<file path="config.mk">
export PLATFORM = sky130hd
export DESIGN_NAME = alu_result_fifo
export DESIGN_NICKNAME = d
export VERILOG_FILES = /design/src/rtl/alu_result_fifo.sv
export SDC_FILE = /design/constraint.sdc
export NUM_CORES = 1
export LEC_CHECK = 0
export ABC_AREA = 1
export CORE_MARGIN = 1
export CORE_UTILIZATION = 45
export DETAILED_ROUTE_END_ITERATION = 6
export PLACE_DENSITY = 0.65
export SETUP_SLACK_MARGIN = 0.5
export SLEW_MARGIN = 25
export SYNTH_ARGS = -nofsm -noshare
export SYNTH_HDL_FRONTEND = slang
export SYNTH_SLANG_ARGS = --single-unit
export TNS_END_PERCENT = 20
</file>
<file path="constraint.sdc">
create_clock -name CLK -period 4.6 [get_ports CLK]
set_input_delay 0.92 -clock CLK [delete_from_list [all_inputs] [get_ports CLK]]
set_output_delay 0.92 -clock CLK [all_outputs]
set_load 0.1 [all_outputs]
</file>
<file path="src/rtl/alu_result_fifo.sv">
// First-word-fall-through FIFO between the ALU and the writeback stage.
// Holds {opcode, zero flag, result} and reports occupancy plus sticky overflow/underflow.
module alu_result_fifo #(
    parameter int DATA_WIDTH = 32,
    parameter int OPRN_WIDTH = 6,
    parameter int DEPTH      = 4,
    parameter int CNT_WIDTH  = 3
) (
    input  logic                  CLK,
    input  logic                  RST,
    input  logic                  WR_EN,
    input  logic [DATA_WIDTH-1:0] ALU_OUT,
    input  logic                  ALU_ZERO,
    input  logic [OPRN_WIDTH-1:0] ALU_OPRN,
    input  logic                  RD_EN,
    output logic [DATA_WIDTH-1:0] RD_DATA,
    output logic                  RD_ZERO,
    output logic [OPRN_WIDTH-1:0] RD_OPRN,
    output logic                  EMPTY,
    output logic                  FULL,
    output logic [CNT_WIDTH-1:0]  COUNT,
    output logic                  OVERFLOW,
    output logic                  UNDERFLOW
);

    localparam int PTR_W   = $clog2(DEPTH);
    localparam int ENTRY_W = OPRN_WIDTH + 1 + DATA_WIDTH;

    logic [ENTRY_W-1:0]    mem_q [DEPTH];
    logic [ENTRY_W-1:0]    mem_d [DEPTH];
    logic [PTR_W-1:0]      wr_ptr_q, wr_ptr_d;
    logic [PTR_W-1:0]      rd_ptr_q, rd_ptr_d;
    logic [CNT_WIDTH-1:0]  count_q, count_d;
    logic                  empty_q, empty_d;
    logic                  full_q, full_d;
    logic                  overflow_q, overflow_d;
    logic                  underflow_q, underflow_d;
    logic [DATA_WIDTH-1:0] rd_data_q, rd_data_d;
    logic                  rd_zero_q, rd_zero_d;
    logic [OPRN_WIDTH-1:0] rd_oprn_q, rd_oprn_d;

    logic                  push_s;
    logic                  pop_s;
    logic [ENTRY_W-1:0]    wr_entry_s;
    logic [ENTRY_W-1:0]    head_entry_s;

    // Accept/reject decisions, pointer and occupancy next-state
    always_comb begin
        push_s     = WR_EN && (!full_q || RD_EN);
        pop_s      = RD_EN && !empty_q;
        wr_entry_s = {ALU_OPRN, ALU_ZERO, ALU_OUT};

        if (push_s) begin
            wr_ptr_d = wr_ptr_q + PTR_W'(1);
        end else begin
            wr_ptr_d = wr_ptr_q;
        end

        if (pop_s) begin
            rd_ptr_d = rd_ptr_q + PTR_W'(1);
        end else begin
            rd_ptr_d = rd_ptr_q;
        end

        case ({push_s, pop_s})
            2'b10:   count_d = count_q + CNT_WIDTH'(1);
            2'b01:   count_d = count_q - CNT_WIDTH'(1);
            default: count_d = count_q;
        endcase

        empty_d     = (count_d == CNT_WIDTH'(0));
        full_d      = (count_d == CNT_WIDTH'(DEPTH));
        overflow_d  = overflow_q  || (WR_EN && full_q && !RD_EN);
        underflow_d = underflow_q || (RD_EN && empty_q);
    end

    // Storage write and next head entry; a slot being written this edge bypasses the array
    always_comb begin
        for (int i = 0; i < DEPTH; i++) begin
            mem_d[i] = mem_q[i];
        end
        if (push_s && !RST) begin
            mem_d[wr_ptr_q] = wr_entry_s;
        end else begin
            mem_d[wr_ptr_q] = mem_q[wr_ptr_q];
        end

        if (empty_d) begin
            head_entry_s = {ENTRY_W{1'b0}};
        end else if (push_s && (wr_ptr_q == rd_ptr_d)) begin
            head_entry_s = wr_entry_s;
        end else begin
            head_entry_s = mem_q[rd_ptr_d];
        end

        rd_data_d = head_entry_s[DATA_WIDTH-1:0];
        rd_zero_d = head_entry_s[DATA_WIDTH];
        rd_oprn_d = head_entry_s[ENTRY_W-1:DATA_WIDTH+1];
    end

    // Entry storage, intentionally left out of reset
    always_ff @(posedge CLK) begin
        for (int i = 0; i < DEPTH; i++) begin
            mem_q[i] <= mem_d[i];
        end
    end

    // Control and output registers with synchronous reset
    always_ff @(posedge CLK) begin
        if (RST) begin
            wr_ptr_q    <= {PTR_W{1'b0}};
            rd_ptr_q    <= {PTR_W{1'b0}};
            count_q     <= {CNT_WIDTH{1'b0}};
            empty_q     <= 1'b1;
            full_q      <= 1'b0;
            overflow_q  <= 1'b0;
            underflow_q <= 1'b0;
            rd_data_q   <= {DATA_WIDTH{1'b0}};
            rd_zero_q   <= 1'b0;
            rd_oprn_q   <= {OPRN_WIDTH{1'b0}};
        end else begin
            wr_ptr_q    <= wr_ptr_d;
            rd_ptr_q    <= rd_ptr_d;
            count_q     <= count_d;
            empty_q     <= empty_d;
            full_q      <= full_d;
            overflow_q  <= overflow_d;
            underflow_q <= underflow_d;
            rd_data_q   <= rd_data_d;
            rd_zero_q   <= rd_zero_d;
            rd_oprn_q   <= rd_oprn_d;
        end
    end

    assign RD_DATA   = rd_data_q;
    assign RD_ZERO   = rd_zero_q;
    assign RD_OPRN   = rd_oprn_q;
    assign EMPTY     = empty_q;
    assign FULL      = full_q;
    assign COUNT     = count_q;
    assign OVERFLOW  = overflow_q;
    assign UNDERFLOW = underflow_q;

endmodule
</file>
==> flow_metrics.py <==
metrics = {
    "setup_path": {
        "cpPeakStageDelay_ns": 0.59,
        "critical_path_class": "in2reg",
        "reg2regPathDepth": 13,
        "critPathTopFamily": "buffers and inverters",
        "cpMostUsedCell": "nand2_1",
        "crit-reg2reg-capture": "RD_DATA[18]$_SDFF_PP0_",
        "cp_slowest_cell": "clkdlybuf4s50_1",
        "r2r_start": "EMPTY$_SDFF_PP1_",
        "end_kind": "register",
        "cp-startpoint": "RD_EN",
        "crit_arrival_ns": 3.60,
        "crit_path_end": "RD_DATA[18]$_SDFF_PP0_",
        "crit_chain": "clkdlybuf4s50_1 -> inv_2 -> nand2_1 -> nand2_2 -> ha_1 -> fa_1 -> nand2_1 -> nand2_1 -> o21bai_1 -> nand2_1 -> a21oi_4 -> buf_4 -> nand2_1 -> nor2_1",
        "path_depth": 14,
        "start_kind": "primary input",
        "cp_num_buf_inv": 3,
        "required_ns": 5.04,
        "critPathMaxFanout": 25,
        "reg2reg_slack_ns": 2.16,
    },
    "floorplanning": {
        "rows": 56,
        "start_util": 0.4613,
        "num_io_pins": 89,
        "die_w_um": 157.3,
        "die_h_um": 157.3,
        "core_area_um2": 23540,
        "die-area_um2": 24760,
    },
    "timing": {
        "clock_skew_ns": 0.009088,
        "slew_headroom": 0.3332,
        "slew_violations": 0,
        "fin_crit_sh": 0.6876,
        "max_freq_mhz": 316.1,
        "rsz0062_at_grt": "no",
        "tns_ns": 0,
        "tightest_slew_ns": 0.9971,
        "finalHoldViolCount": 0,
        "setup_viol": 0,
        "timing.final.crit_period_ns": 3.163,
    },
    "global_routing": {
        "met2_usage": 0.4296,
        "antenna_found_initial": 0,
        "gr-max-usage-layer": "met2",
        "grt_overflow": 0,
        "grt_max_degree": 110,
        "met1_usage": 0.3160,
        "use_met3": 0.03111,
        "grt_usage": 0.2433,
        "grt_pass1_vias": 8801,
        "grt_pass1_wl_um": 46460,
    },
    "cells_and_area": {
        "design_area_um2": 12770,
        "syn_to_final_growth_pct": 17.56,
        "final_nets": 1424,
        "mostFrequentLayoutCells": "250 x nand2_1, 156 x nor3_1, 156 x edfxtp_1, 143 x inv_1, 140 x o21ai_0",
        "antenna_cells": 0,
        "drive_gt1_frac": 0.06963,
        "fillCellCount": 2210,
        "final_common_cell": "nand2_1",
        "instances_no_fill": 1712,
    },
    "run_status": {
        "outcome": "finished clean",
    },
    "place": {
        "gp_congestion": 0.7799,
        "port_buffers": 88,
        "dp_hpwl_um": 16290,
        "place_area_um2": 11960,
        "dp_cells": 1668,
    },
    "route": {
        "drt_pass1_iterations": 5,
        "drc": 0,
        "vias_per_cell": 5.318,
        "wl_per_cell_um": 17.05,
        "postRouteAntennaNets": 0,
        "vias": 9105,
        "drt-initial-drc-count": 788,
        "routed_wl_um": 29190,
    },
    "synth": {
        "synth_top_family_by_area": "simple AND/OR/NAND/NOR gates",
        "muxShareOfSynthArea": 0,
        "synth_adder_area_share": 0.007605,
        "synth_xor_area_frac": 0.0008065,
        "synthFlopType": "edfxtp_1",
        "yosys.cell_types.count": 30,
        "yosys_register_bits": 208,
        "syn_nets": 1371,
        "syn_avg_cell_area_um2": 8.214,
        "ys_seq_area_frac": 0.5272,
        "synth-edff-count": 156,
        "async_reset_ff_frac": 0,
        "syn_area_um2": 10860,
        "synth-simple-area-share": 0.2384,
        "yosysWarnings": 0,
        "syn_inst": 1322,
        "synth-compound-area-share": 0.1347,
    },
    "clock_network": {
        "cts_buffer_depth": 3,
        "cts.sinks": 208,
        "cts.clk_slew.worst_paths_ns": 0.06,
        "htreeDepth": 1,
        "root_buffer": "clkbuf_16",
        "cts_hold_buf": 0,
        "post-cts-setup-buffers": 0,
        "clkLatencyLatePin_ns": 0.51,
        "ctsResizeCount": 0,
        "cts_tree": "built",
        "cts_buffers": 24,
    },
    "flow_run": {
        "drv_cap": 0,
    },
    "min_path": {
        "hold_class": "reg2reg",
    },
    "power_and_ir_drop": {
        "leakagePower_nw": 5.112,
        "vdd.ir_drop.worst_v": 0.0003484,
        "total_power_mw": 8.073,
        "power-per-cell-area_nw_per_um2": 632.4,
    },
}
[cells by family after synthesis]
group,after synthesis
buf+inv,236
simple gates,584
fa+ha+maj,6
flops,208
compound gates,287
xor+xnor,1
[sequential cells by signal, indices dropped and copies added, names as in the netlist, named ones only]
signal,flops
OVERFLOW,1
RD_DATA,32
COUNT,3
RD_OPRN,6
RD_ZERO,1
UNDERFLOW,1
wr_ptr_q,2
mem_q,156
rd_ptr_q,2
FULL,1
EMPTY,1
[tightest hold or removal path: cells and delay by family (launching register included)]
kind,cells,cell delay [ns]
flip-flops,1,0.33
AND/OR/NAND/NOR,1,0.07
AO/OA/AOI/OAI,1,0.04
[metal layers]
layer	routed length (um)	vias to the layer above
met5	0	-
met4	393	0
met3	2155	34
met2	14210	323
met1	12430	4204
li1	-	4544
[through the flow]
| step | worst slack (ns) | hold slack (ns) | utilization |
|---|---|---|---|
| after floorplan | 1.636 | 0.5450 | - |
| after global placement | 1.027 | 0.4511 | 0.5078 |
| after detailed placement | 0.9469 | 0.4630 | 0.5078 |
| after CTS | 1.452 | 0.4782 | 0.5421 |
| after global routing | 1.245 | 0.4972 | 0.5423 |
| final | 1.437 | 0.4679 | 0.5423 |
[worst min-delay path by stage]
stage	to	cells past startpoint	from	slack, ns
after detailed placement	UNDERFLOW$_SDFF_PP0_	2	UNDERFLOW$_SDFF_PP0_	0.46
after floorplan	register	2	wr_ptr_q[1]$_SDFFE_PP0P_	0.54
after CTS	UNDERFLOW$_SDFF_PP0_	2	UNDERFLOW$_SDFF_PP0_	0.48
after global placement	OVERFLOW$_SDFF_PP0_	2	OVERFLOW$_SDFF_PP0_	0.45
final	UNDERFLOW$_SDFF_PP0_	2	UNDERFLOW$_SDFF_PP0_	0.47
after global routing	UNDERFLOW$_SDFF_PP0_	2	UNDERFLOW$_SDFF_PP0_	0.50
[power by group]
| part | switching [mW] | internal (mW) |
|---|---|---|
| Combinational | 2.71 | 0.891 |
| Clock | 0.748 | 1.18 |
| Sequential | 0.147 | 2.39 |
| Total | 3.61 | 4.46 |
[synthesized netlist by cell type (12+ instances only)]
master	n	area [um^2]
a21oi_1	115	575.6
buf_2	18	90.09
clkbuf_1	57	214.0
dfxtp_1	52	1041
edfxtp_1	156	4684
inv_1	143	536.8
nand2_1	251	942.2
nand3_1	30	150.1
nor2_1	116	435.4
nor2_4	12	135.1
nor3_1	156	780.8
o21ai_0	140	700.7
o21ai_1	21	105.1
[final cells by class]
cell class,count,area (um^2),share of cell area
flip-flops and latches,208,5729,0.4488
multi-input cells,878,4167,0.3264
repair buffers,117,1115,0.08733
clock buffers,33,705.7,0.05528
inverters,146,549.3,0.04303
well taps,319,399.1,0.03127
clock inverters,11,101.3,0.007939
(Power assumes the default switching activity.)
==> edit 1: new RTL, same flow settings <==
Change the parameter `OPRN_WIDTH` from 6 to 3.
--- a/src/rtl/alu_result_fifo.sv
+++ b/src/rtl/alu_result_fifo.sv
@@ -2,7 +2,7 @@
 // Holds {opcode, zero flag, result} and reports occupancy plus sticky overflow/underflow.
 module alu_result_fifo #(
     parameter int DATA_WIDTH = 32,
-    parameter int OPRN_WIDTH = 6,
+    parameter int OPRN_WIDTH = 3,
     parameter int DEPTH      = 4,
     parameter int CNT_WIDTH  = 3
 ) (
Ports: changed (resized ALU_OPRN and RD_OPRN); port bits go from 89 to 83. No check against the original RTL was run, so the function may have changed too.
==> edit 1 against the original RTL <==
  * The run now ends with design-rule violations left
  * Critical path depth unchanged
  * Sequential cell count decreased by 15
  * Via count decreased by 6.4%
  * Area after synthesis decreased by 6.2%
  * Wire length decreased by 9.7%
  * Total power decreased by 8.6%
  * Worst hold slack improved by 0.011 ns
  * Design area decreased by 7.5%
  * Die area decreased by 6.1%
  * Worst setup slack improved by 0.054 ns
  * Highest routed layer unchanged
==> edit 1: results (changes against the original RTL) <==
- Max rail drop VDD: 0.361 mV (was 0.348 mV)
- Worst slack on hold paths: 0.479 ns (was 0.468 ns)
- Final routed wire length divided by cell count: 17.0 µm (was 17.1 µm)
- Sequential cell area fraction in the yosys report: 52.1% (was 52.7%)
- Clock Root Buffer: clkbuf_16 (unchanged)
- Leakage power figure: 4.64 nW (was 5.11 nW)
- Total number of H-tree levels: 4 (was 1)
- Clock tree skew after final layout: 0.00824 ns (was 0.00909 ns)
- Slack of the worst reg-to-reg path: 2.10 ns (was 2.16 ns)
- Sum of net half-perimeters after detailed placement: 14,400 µm (was 16,300 µm)
- CP Max Fanout: 19 (was 25)
- Count of cells along the worst register-to-register path: 6 (was 13)
- Clock insertion delay at the later pin of the skew report: 0.44 ns (was 0.51 ns)
- Pin count of the biggest net entering global routing: 104 (was 110)
- Minimum setup slack after placement: 1.04 ns (was 0.947 ns)
- Count of port buffers added during placement: 82 (was 88)
- Net switching share of the total power: 45.2% (was 44.7%)
- Number of placed instances, taps included: 1,523 (was 1,668)
- Result of the run: finished, violations left (was completed)
- Layout cells sized above 1: 10.4% (was 6.96%)
- Post-Synthesis Net Count: 1,266 (was 1,371)
- CP Data Arrival Time: 3.48 ns (was 3.60 ns)
- 1st-iter DRT viols: 776 (was 788)
- Area contributors post-synth: edfxtp_1 (42%), dfxtp_1 (9.6%), nand2_1 (8.2%), nor3_1 (6.9%), a21oi_1 (4.8%) (was edfxtp_1 (43%), dfxtp_1 (9.6%), nand2_1 (8.7%), nor3_1 (7.2%), o21ai_0 (6.5%))
- Post-synth cell types: 34 (was 30)
- Cell Area, Placed: 11,200 µm² (was 12,000 µm²)
- Fill cell count: 2,007 (was 2,210)
- Failing checks: design-rule violations
- Vias in the first global route: 7,877 (was 8,801)
- Number of optimization iterations in the first detailed-route pass: 7 (was 5)
- Number of CTS-inserted buffers: 17 (was 24)
- Largest register FFs: 144 (was 156)
- Via-to-Cell Ratio: 5.48 (was 5.32)
- Number of enable-type register cells in the synthesized netlist: 144 (was 156)
- Count of placed standard cells in the final layout, fillers left out: 1,555 (was 1,712)
- Post-route DRC: 1 (was 0)
- Highest cell delay on the worst timing path: 0.62 ns (was 0.59 ns)
- RePlAce Congestion: 0.778 (was 0.780)
-- edit 1: worst max-delay path by stage --
stage | from | endpoint | slack (ns)
final | RD_EN | RD_DATA[5] | 1.49
after floorplan | EMPTY | RD_DATA[11] | 1.54
after global routing | RD_EN | RD_DATA[23] | 1.23
after global placement | RD_EN | RD_DATA[20] | 1.11
after CTS | RD_EN | RD_OPRN[1] | 1.49
after detailed placement | RD_EN | RD_OPRN[1] | 1.04
-- edit 1: per-layer routing --
layer	global-route usage [%]	up-vias	share of wire, %
li1	-	4185	-
met1	29.9	3980	43
met2	39.4	317	48
met3	3.33	44	6.1
met4	7.84	0	1.9
met5	0	-	0
-- edit 1: cells by family after synthesis --
group                      count (synthesis)  share of synthesized area [%]
DFF                                      193                           52.1
AOI/OAI and AO/OA                        275                           14.1
buffers and inverters                    212                           8.91
xor gates and xnor gates                   1                         0.0860
adders and majority gates                  6                          0.810
and+or+nand+nor                          533                           24.0
-- edit 1: layout make-up --
class	instances	area, µm²	area share (%)
inverters	134	503	4.26
clock inverters	9	154	1.30
multi-input cells	815	3990	33.8
well taps	280	350	2.97
clock buffers	23	489	4.14
repair buffers	101	1000	8.51
flip-flops and latches	193	5310	45.0
-- edit 1: worst register-to-register path, stage by stage (launching register included) --
cell and delay [ns]:
dfxtp_4 0.90, buf_4 0.62, a21oi_1 0.14, o21ai_0 0.12, nand2_1 0.07, a21oi_1 0.27, nor3_1 0.09
-- edit 1: metrics by stage --
stage / power, mW / utilization [%]
after global placement: 5.77 / 50.7
after floorplan: 4.99 / -
final: 7.38 / 53.6
after detailed placement: 5.80 / 50.7
after CTS: 7.40 / 53.6
after global routing: 7.74 / 53.6
-- edit 1: power by group through the flow --
stage / registers (mW) / clock network (mW) / logic [mW]
6_report: 2.35 / 1.61 / 3.41
5_1_grt: 2.39 / 1.70 / 3.65
4_1_cts: 2.35 / 1.63 / 3.42
3_5_place_dp: 2.39 / 0 / 3.41
3_3_place_gp: 2.39 / 0 / 3.38
2_1_floorplan: 3.59 / 0 / 1.41
==> edit 2: new RTL, same settings <==
Without the edit above. Reset style: asynchronous (`RST`), changed in one clocked block. Comments in the files are not updated.
--- a/src/rtl/alu_result_fifo.sv
+++ b/src/rtl/alu_result_fifo.sv
@@ -106,7 +106,7 @@
     end
 
     // Control and output registers with synchronous reset
-    always_ff @(posedge CLK) begin
+    always_ff @(posedge CLK or posedge RST) begin
         if (RST) begin
             wr_ptr_q    <= {PTR_W{1'b0}};
             rd_ptr_q    <= {PTR_W{1'b0}};
Check against the original RTL: differs if RST is asserted again (counterexample within 4 cycles, from zero or initial values and one cycle with RST high); with RST held inactive, the same outputs for 4 cycles.
==> edit 2 against the original RTL <==
  * Area after synthesis up 2.9%
  * Wire length up 2.4%
  * Design area up 1.5%
  * Critical endpoint is now RD_DATA[22]
  * Global-route usage down 0.55 points
  * Worst setup slack worse by 0.22 ns
  * Via count up 3.6%
  * Sequential cell count down 2
Power is left out: the tool's default activity adds up to more than one toggle a clock period on the data nets, which glitch-free logic cannot reach.
==> edit 2: results (changes against the original RTL) <==
- Clk_buf instances: 37 (was 33)
- Final routed wire length divided by cell count: 16.7 µm (was 17.1 µm)
- Sum of net half-perimeters after detailed placement: 16,300 µm (about the same)
- Non-clock buffer area fraction after layout: 8.27% (was 8.73%)
- Metal-1 WL: 12,800 µm (was 12,400 µm)
- Met2 wirelength from detailed routing: 14,600 µm (was 14,200 µm)
- Synthesized area: 11,200 µm² (was 10,900 µm²)
- Area contributors post-synth: edfxtp_1 (42%), nand2_1 (11%), dfrtp_1 (11%), nor3_1 (7.0%), inv_1 (7.0%) (was edfxtp_1 (43%), dfxtp_1 (9.6%), nand2_1 (8.7%), nor3_1 (7.2%), o21ai_0 (6.5%))
- Synth Register Bits: 206 (was 208)
- Fill cell count: 2,278 (was 2,210)
- Most utilized layer in the global route result: met2 (unchanged)
- FFs w/ async S/R, synth: 24.3% (was 0%)
- Met2 routing resource usage after global routing: 41.2% (was 43.0%)
- Slew at the pin closest to its max-slew limit: 0.983 ns (was 0.997 ns)
- List of most frequent post-synthesis cells: nand2_1 (327), inv_1 (207), nor3_1 (157) (was nand2_1 (251), edfxtp_1 (156), nor3_1 (156))
- Endpoint, Worst Hold: OVERFLOW (was UNDERFLOW)
- Number of placed instances, taps included: 1,753 (was 1,668)
- CP Max Fanout: 48 (was 25)
- Cell type group with the largest total delay on the critical path: simple AND/OR/NAND/NOR gates (was buffers and inverters)
- Share of cell area taken by multi-input logic gates: 31.4% (was 32.6%)
- Depth of the worst hold-timing path: 1 (was 2)
- Clock-cell share: 5.22% (was 6.32%)
- Post-Synthesis Net Count: 1,457 (was 1,371)
- Sequential Area: 5940 µm² (was 5730 µm²)
- Vias in the first global route: 9,226 (was 8,801)
- Layout cells sized above 1: 4.76% (was 6.96%)
- Startpoint of the lowest-slack register-to-register path: wr_ptr_q[0] (was EMPTY)
- Count of cells along the worst register-to-register path: 8 (was 13)
- Mean Syn Cell Area: 7.93 µm² (was 8.21 µm²)
- GR met1 Demand/Resource: 31.1% (was 31.6%)
- Multi-input comb cells: 902 (was 878)
- Final WS setup: 1.22 ns (was 1.44 ns)
- Slowest library cell on the worst path: nor2_4 (was clkdlybuf4s50_1)
- Bufs w/o clock: 110 (was 117)
- 1st-iter DRT viols: 670 (was 788)
- Sequential cell area fraction in the yosys report: 53.2% (was 52.7%)
- Minimum setup slack after placement: 0.709 ns (was 0.947 ns)
- Worst flop-to-flop path endpoint: RD_DATA[22] (was RD_DATA[18])
- Result of the run: completed (unchanged)
- Worst slack on hold paths: 0.474 ns (was 0.468 ns)
- Cell Area, Placed: 12,300 µm² (was 12,000 µm²)
- Via-to-Cell Ratio: 5.26 (was 5.32)
- Wire length of the first global-routing pass: 47,900 µm (was 46,500 µm)
- Routed met3 length: 2110 µm (was 2160 µm)
- PostCTS Resize Cnt: 0 (unchanged)
- M3 GR Usage: 3.28% (was 3.11%)
- Maximum clock insertion buffer count: 3 (unchanged)
- Global Route Usage Sum: 23.8% (was 24.3%)
- Count of placed standard cells in the final layout, fillers left out: 1,794 (was 1,712)
- Highest cell delay on the worst timing path: 0.62 ns (was 0.59 ns)
## edit 2: changes by cell type after synthesis, moves of 12 or more
cell      delta
nand3_1     +91
nand2_1     +76
inv_1       +64
o21ai_0     -60
dfxtp_1     -52
dfrtp_1     +49
a21oi_1     -37
o21ai_1     -21
buf_1       +12
clkbuf_1    -12
nor2_4      -12
## edit 2: worst max-delay path by stage
| stage | startpoint | to | cells past startpoint |
|---|---|---|---|
| final | RD_EN | RD_DATA[22] | 11 |
| after global routing | RD_EN | RD_DATA[24] | 11 |
| after CTS | RD_EN | RD_DATA[22] | 11 |
| after detailed placement | RD_EN | RD_DATA[22] | 11 |
| after global placement | RD_EN | RD_DATA[1] | 15 |
| after floorplan | RST | mem_q[0][0] | 6 |
## edit 2: cell families after synthesis
family                   synth area share, %
AND/OR/NAND/NOR                         27.8
flip-flops                              53.2
AO/OA/AOI/OAI                           7.37
adder cells (fa/ha/maj)                0.739
XOR/XNOR                               0.235
multiplexers                           0.101
buffers and inverters                   10.6
